==> config.mk <==
export PLATFORM = sky130hd
export DESIGN_NAME = signal_status_monitor
export DESIGN_NICKNAME = d
export VERILOG_FILES = /design/src/rtl/signal_status_monitor.sv
export SDC_FILE = /design/constraint.sdc
export NUM_CORES = 1
export LEC_CHECK = 0
export ABC_CLOCK_PERIOD_IN_PS = 4700
export BUFFER_PORTS_ARGS = -buffer_cell sky130_fd_sc_hd__clkbuf_2
export CELL_PAD_IN_SITES_DETAIL_PLACEMENT = 1
export CELL_PAD_IN_SITES_GLOBAL_PLACEMENT = 1
export CORE_UTILIZATION = 46
export DETAILED_ROUTE_END_ITERATION = 10
export PLACE_DENSITY_LB_ADDON = 0.1
export REMOVE_ABC_BUFFERS = 1
export SETUP_SLACK_MARGIN = 0.05
export SLEW_MARGIN = 40
export SYNTH_ARGS = -nofsm -noshare
export SYNTH_HDL_FRONTEND = slang
export SYNTH_SLANG_ARGS = --single-unit
==> constraint.sdc <==
create_clock -name clk -period 4.7 [get_ports clk]
set_input_delay 0 -clock clk [delete_from_list [all_inputs] [get_ports clk]]
set_output_delay 0 -clock clk [all_outputs]
set_load 0.02 [all_outputs]
==> src/rtl/signal_status_monitor.sv <==
// signal_status_monitor
// Debounces the raw activity flag into a signal-present status with
// hysteresis, counts loss-of-signal events, keeps a sticky loss flag and
// emits single-cycle acquire/loss event pulses. All outputs are registered.
module signal_status_monitor #(
  parameter int unsigned C_ACQ  = 1000,
  parameter int unsigned C_HOLD = 100,
  parameter int unsigned CNT_W  = 16
) (
  input  logic             clk,
  input  logic             resetn,
  input  logic             act,
  input  logic             clr_sticky,
  input  logic             clr_cnt,
  output logic             present,
  output logic [1:0]       state,
  output logic             acq_pulse,
  output logic             loss_pulse,
  output logic             lost_sticky,
  output logic [CNT_W-1:0] loss_cnt
);

  localparam int unsigned C_MAX = (C_ACQ > C_HOLD) ? C_ACQ : C_HOLD;
  localparam int unsigned TW    = $clog2(C_MAX + 1);

  // Terminal timer values: tmr+1 == C is evaluated as tmr == C-1 so the
  // comparison never needs a bit wider than the timer itself.
  localparam logic [TW-1:0] ACQ_LAST  = TW'(C_ACQ - 1);
  localparam logic [TW-1:0] HOLD_LAST = TW'(C_HOLD - 1);

  typedef enum logic [1:0] {
    S_LOST    = 2'd0,
    S_ACQ     = 2'd1,
    S_PRESENT = 2'd2,
    S_LOSING  = 2'd3
  } state_t;

  state_t        st;
  logic [TW-1:0] tmr;

  assign state = st;

  // Qualification FSM together with the event pulses, sticky flag and counter.
  // Clears are applied first; a loss event in the same cycle overrides them
  // (sticky set wins, counter restarts at 1 instead of 0).
  always_ff @(posedge clk or negedge resetn) begin
    if (!resetn) begin
      st          <= S_LOST;
      tmr         <= '0;
      present     <= 1'b0;
      acq_pulse   <= 1'b0;
      loss_pulse  <= 1'b0;
      lost_sticky <= 1'b0;
      loss_cnt    <= '0;
    end else begin
      acq_pulse  <= 1'b0;
      loss_pulse <= 1'b0;
      if (clr_sticky) lost_sticky <= 1'b0;
      if (clr_cnt)    loss_cnt    <= '0;

      case (st)
        S_LOST: begin
          if (act) begin
            if (C_ACQ == 1) begin
              st        <= S_PRESENT;
              present   <= 1'b1;
              acq_pulse <= 1'b1;
              tmr       <= '0;
            end else begin
              st  <= S_ACQ;
              tmr <= TW'(1);
            end
          end else begin
            tmr <= '0;
          end
        end

        S_ACQ: begin
          if (!act) begin
            st  <= S_LOST;
            tmr <= '0;
          end else if (tmr == ACQ_LAST) begin
            st        <= S_PRESENT;
            present   <= 1'b1;
            acq_pulse <= 1'b1;
            tmr       <= '0;
          end else begin
            tmr <= tmr + 1'b1;
          end
        end

        S_PRESENT: begin
          if (!act) begin
            if (C_HOLD == 1) begin
              st          <= S_LOST;
              present     <= 1'b0;
              loss_pulse  <= 1'b1;
              lost_sticky <= 1'b1;
              tmr         <= '0;
              if (clr_cnt)              loss_cnt <= CNT_W'(1);
              else if (loss_cnt != '1)  loss_cnt <= loss_cnt + 1'b1;
            end else begin
              st  <= S_LOSING;
              tmr <= TW'(1);
            end
          end else begin
            tmr <= '0;
          end
        end

        S_LOSING: begin
          if (act) begin
            st  <= S_PRESENT;
            tmr <= '0;
          end else if (tmr == HOLD_LAST) begin
            st          <= S_LOST;
            present     <= 1'b0;
            loss_pulse  <= 1'b1;
            lost_sticky <= 1'b1;
            tmr         <= '0;
            if (clr_cnt)              loss_cnt <= CNT_W'(1);
            else if (loss_cnt != '1)  loss_cnt <= loss_cnt + 1'b1;
          end else begin
            tmr <= tmr + 1'b1;
          end
        end

        default: begin
          st      <= S_LOST;
          present <= 1'b0;
          tmr     <= '0;
        end
      endcase
    end
  end

endmodule

# --- Yosys cells after proc, flatten, opt, wreduce, memory -nomap -nowiden ---
# Index checks and enable logic that the tools add are counted.
op_classes:
  eq_ne: 14
  bitwise_logic: 0
  multipliers: 0
  n_reduce_logical: 4
  shift: 0
  div: 0
  add_sub_neg: 2
  magnitude_cmp: 0
  n_mux: 35
op_table:
  columns: ["operator", "n"]
  rows:
  - ["$mux W16", 6]
  - ["$mux W10", 4]
  - ["$pmux W10 S4", 1]
  - ["$add A16 B1 Y16 const B", 1]
  - ["$mux W1", 16]
  - ["$ne A16 B16 Y1 const B", 1]
  - ["$mux W2", 6]
  - ["$ne A2 B2 Y1 const B", 6]
  - ["$add A10 B1 Y10 const B", 1]
  - ["$eq A10 B10 Y1 const B", 1]
  - ["$eq A10 B7 Y1 const B", 1]
  - ["$pmux W2 S4", 1]
  - ["$ne A3 B3 Y1 const B", 2]
  - ["$reduce_and A5 Y1", 1]
  - ["$eq A2 B2 Y1 const B", 2]
  - ["$reduce_and A4 Y1", 1]
  - ["$eq A2 B1 Y1 const B", 1]
  - ["$logic_not A2 Y1", 1]
  - ["$pmux W1 S2", 1]
  - ["$reduce_bool A2 Y1", 1]
word_totals:
  memories: 0
  in_bits: 5
  elab_cells: 62
  rom_bits: 0
  ramBits: 0
  latch_bits: 0
  output_inout_bits: 22
  reg_bits: 32

# --- Longest topological paths before layout ---
depth:
  ltp_word: 6
  ltp_mapped: 6
  mapped_depth_nobuf: 6

# --- Least setup slack after synthesis ---
# Ideal clock, no wire load.
synth_timing:
  kind: "flip-flop to flip-flop"
  from: "reg loss_cnt[0]"
  to: "reg loss_cnt[6]"
  t_required_ps: 4575
  synth_period_minus_slack_ps: 1950
  n_path_buf: 0
  setup_time_ps: 125
  t_arrival_ps: 1825
  stages_incl_launch_ff: 6
  slack_ps: 2750
  path_cell_list: "dfrtp_1 > ha_1 > nand3_1 > nor4_1 > nor3_1 > mux2_2"
synth_via:
  elab_chain_len: 6
  elab_cells_between_ends: 7
  classes_between: "1 x add/sub; 1 x eq/ne; 5 x mux"
synth_rtl:
  columns: ["element", "line", "rtl"]
  rows:
  - ["from (decl)", "20", "output logic [CNT_W-1:0] loss_cnt"]
  - ["from (signal assigned)", "101", "else if (loss_cnt != '1) loss_cnt <= loss_cnt + 1'b1;"]
  - ["from (signal assigned)", "122", "else if (loss_cnt != '1) loss_cnt <= loss_cnt + 1'b1;"]
  - ["$add A16 B1 Y16 / $ne A16 B16 Y1 (equally long branches)", "122", null]
  - ["$mux W16 (*)", "122", null]
  - ["$mux W16 (*)", "121", "if (clr_cnt) loss_cnt <= CNT_W'(1);"]
  - ["$mux W16 (*)", "115", "end else if (tmr == HOLD_LAST) begin"]
  - ["$mux W16 (*)", "112", "if (act) begin"]
  - ["$mux W16 (*)", "61", "case (st)"]
# Every way passes the cells marked *; elsewhere a longest branch is shown, timed or not.
# A chain may end at the register's enable or synchronous reset.

# --- Worst setup path in the final report ---
layout_timing:
  from: "reg tmr[0]"
  to: "reg loss_cnt[7]"
layout_via:
  elab_chain_len: 4
layout_rtl:
  columns: ["element", "line", "rtl"]
  rows:
  - ["from (decl)", "39", "logic [TW-1:0] tmr;"]
  - ["from (signal assigned)", "88", "tmr <= tmr + 1'b1;"]
  - ["from (signal assigned)", "124", "tmr <= tmr + 1'b1;"]
  - ["$eq A10 B7 Y1", "115", null]
  - ["$mux W16", "115", null]
  - ["$mux W16", "112", null]
  - ["$mux W16", "61", null]
# No other way between the ends.

==> impl_results.md <==
* Status: finished, final reports clean
* DRT antenna net count at 0
* Antenna cells at 0
* RSZ-0062 raised after global routing: false
* Asr flop ratio synth at 1.000
* Clk pin slew, worst setup/hold paths at 0.06 ns
* I/O Buffers at 26
* Residual DRC count at 0
* Slew HR at 0.5494
* Slew @ Worst Pin at around 0.67 ns
* Crit path max fanout at 17
* Clk_lat worst skew at between 0.2 and 0.3 ns
* EDFF count, synth at 0
* Post-synthesis sequential area ratio at 0.4611
* Setup Skew at 0.01138 ns
* Post-synth cell types at 42
* Final setup fails at 0
* Final setup TNS at 0 ns
* Final Hold Vio Count at 0
* Avg Cell Area, Syn at just under 10 µm²
* R2R Setup Slk at approximately 2.4 ns
* Reg2reg end: loss_cnt[7]
* Largest cells by area after synthesis: dfrtp_1 (46%), nor2_1 (4.1%), or4_1 (3.5%)
* Row count at 21
* Wirelength per Cell at between 15 and 20 µm
* Pre-antenna DRT Iters at 4
* Max-cap violations at 0
* HP Start: act
* Total clock sinks at 32
* Drt initial violations at 48
* Inserted Clock Buffers at 5
* Number of global-route vias before repair at about 1600
* Leak Pwr at 0.8933 nW
* Largest net degree at the start of global routing at 33
* Hold depth at 2
* Root Buffer: clkbuf_8
* Die Height at 63.45 µm
* Arrival time at the worst endpoint at around 2.4 ns
* IR drop worst, VDD at about 0.00017 V
* DRT Wirelength at 4.294 mm
* YS warnings at 0
* Post-layout nets at about 220
* Synth Register Bits at 32
* Core box area at roughly 3500 µm²
* Total power at 0.0005007 W
* Peak Freq at between 400 and 500 MHz
* Chip width at approximately 63 µm
* Setup crit start kind: register
* Gr usage total at 0.2408
* Global-route wire length before repair at roughly 7.6 mm
* Pwr dens at roughly 250 nW/µm²
* Post-DR vias/cell at ~6.0
* Vias at around 1500
* Critical path type: register to register
* Reg2Reg Depth at 5
* Post-synthesis instance area at between 1500 and 2000 µm²
* Period utilisation layout at 0.4856
* Fin. max-slew vios at 0
* GR Overflow Total at 0
* Element type at the critical path end: register
* Cells after synthesis at approximately 180
* HP Class: input port to register
* I/O Pins at 27
* Htree depth at 2
* Main synth FF type: dfrtp_1
* Layout cell share with drive strength beyond 1 at 0.2153
* Synth-to-layout area growth at 16.50%
* Die area at between 4000 and 5000 µm²
* Starting Density at 0.5007
* CP required at between 4 and 5 ns
* Detailed placer's ending HPWL at between 3 and 4 mm
* Crit path time final at roughly 2.3 ns
* Critical R2R Launch: tmr[0]
* Gpl congestion at 0.7666
* Clock Path Buffers at 2
* Dominant cell type by area after synthesis: dfrtp_1
* Initial antenna violation count at 0
* TritonCTS clock tree: built
* Share of Yosys cell area claimed by the top area cell type at 0.4611
* Postcts setup bufs at 0
-- registers in the layout (all words and copies together) (netlist names), named ones only --
name         count
loss_cnt        16
tmr             10
acq_pulse        1
loss_pulse       1
lost_sticky      1
present          1
state            1
-- critical path: stages (launching register included) --
cell     delay (ns)
dfrtp_1        0.39
ha_1           0.22
nor3b_4        0.32
nand4_2        0.41
nor4_1         0.44
mux2_2         0.37
-- metal layers --
layer | part of all wire | global-route usage | routed length, µm
met4 | 0.0051 | 0.07386 | 22
met2 | 0.53 | 0.4229 | 2284
met1 | 0.43 | 0.3003 | 1857
met5 | 0 | 0 | 0
met3 | 0.030 | 0.03804 | 130
-- worst max-delay path by stage --
stage,end,startpoint,depth (start not counted),slack (ns)
floorplan,loss_cnt[5],loss_cnt[0],5,2.38
global placement,loss_cnt[7],tmr[0],5,2.49
detailed placement,loss_cnt[7],tmr[0],5,2.43
CTS,loss_cnt[7],tmr[0],5,2.42
global route,loss_cnt[5],tmr[0],5,2.19
finish,loss_cnt[7],tmr[0],5,2.42
-- report_power, final --
group / internal (W) / switching, W
clock: 0.000101 / 0.0000992
combinational: 0.00000713 / 0.0000146
sequential: 0.000277 / 0.00000221
total: 0.000385 / 0.000116
-- through the flow --
stage	util	setup WS (ns)	cells	hold WS [ns]	instance area, µm²
6_report	0.5833	2.418	255	0.04284	2023
2_1_floorplan	-	2.378	173	-0.2956	1715
4_1_cts	0.5790	2.420	255	0.03421	2008
5_1_grt	0.5833	2.188	255	0.06873	2023
3_3_place_gp	0.5509	2.489	246	0.1093	1911
3_5_place_dp	0.5509	2.425	246	0.1234	1911
-- Yosys cell counts (2+ instances only) --
cell and instances:
xor2_1 5, nand2_1 10, dfrtp_1 32, mux2_2 4, and3_1 2, xnor2_1 3
o31ai_1 7, nand3_1 9, a22o_1 3, nand4_1 5, or3_1 4, and3b_1 2
clkbuf_1 3, inv_1 6, and4_1 4, nor3_1 3, nor2_1 19, nor2b_1 5
ha_1 2, a41oi_1 2, o21ai_0 6, buf_2 2, nand4_2 2, or4_1 8
nor4_1 4, a21oi_1 10
-- cells in the final DEF, fill, tap and decap left out, drive strengths merged, types with 2 or more instances in the layout --
cell type	netlist	final
dfrtp	32	32
o21ai	7	7
and3	2	2
ha	2	2
or3	4	4
nand3	9	9
nor2	19	19
and4	5	5
xnor2	3	3
o31ai	7	7
xor2	5	5
nand2	10	10
dlygate4sd3	0	2
clkbuf	3	31
and3b	2	2
or4	8	8
inv	6	6
nor2b	5	5
a21oi	10	10
nor4	4	4
buf	2	2
mux2	4	4
nand4	7	7
nor3	4	4
a22o	3	3
a41oi	2	2
-- layout make-up --
class,count,area (µm²)
fillers,423,1445
multi-input cells,135,904.6
flip-flops and latches,32,800.8
repair buffers,29,160.2
clock buffers,6,72.57
well taps,46,57.56
inverters,6,22.52
clock inverters,1,5.005
-- repair_timing --
action / in CTS / in global routing
hold endpoints to repair: 33 / 0
resized for setup: 0 / 0
hold buffers: 2 / 0
endpoints found under the setup margin: 0 / 0
-- cells by family (layout without fill, tap and decap cells) --
| logic type | Yosys count | after routing | synth area share |
|---|---|---|---|
| AND/OR/NAND/NOR | 86 | 86 | 0.3004 |
| multiplexers | 4 | 4 | 0.02593 |
| adder cells (fa/ha/maj) | 2 | 2 | 0.01441 |
| AO/OA/AOI/OAI | 35 | 35 | 0.1326 |
| buffers and inverters | 11 | 42 | 0.02521 |
| flip-flops | 32 | 32 | 0.4611 |
| XOR/XNOR | 8 | 8 | 0.04035 |
Note: power is estimated with default switching activity, not from simulation.
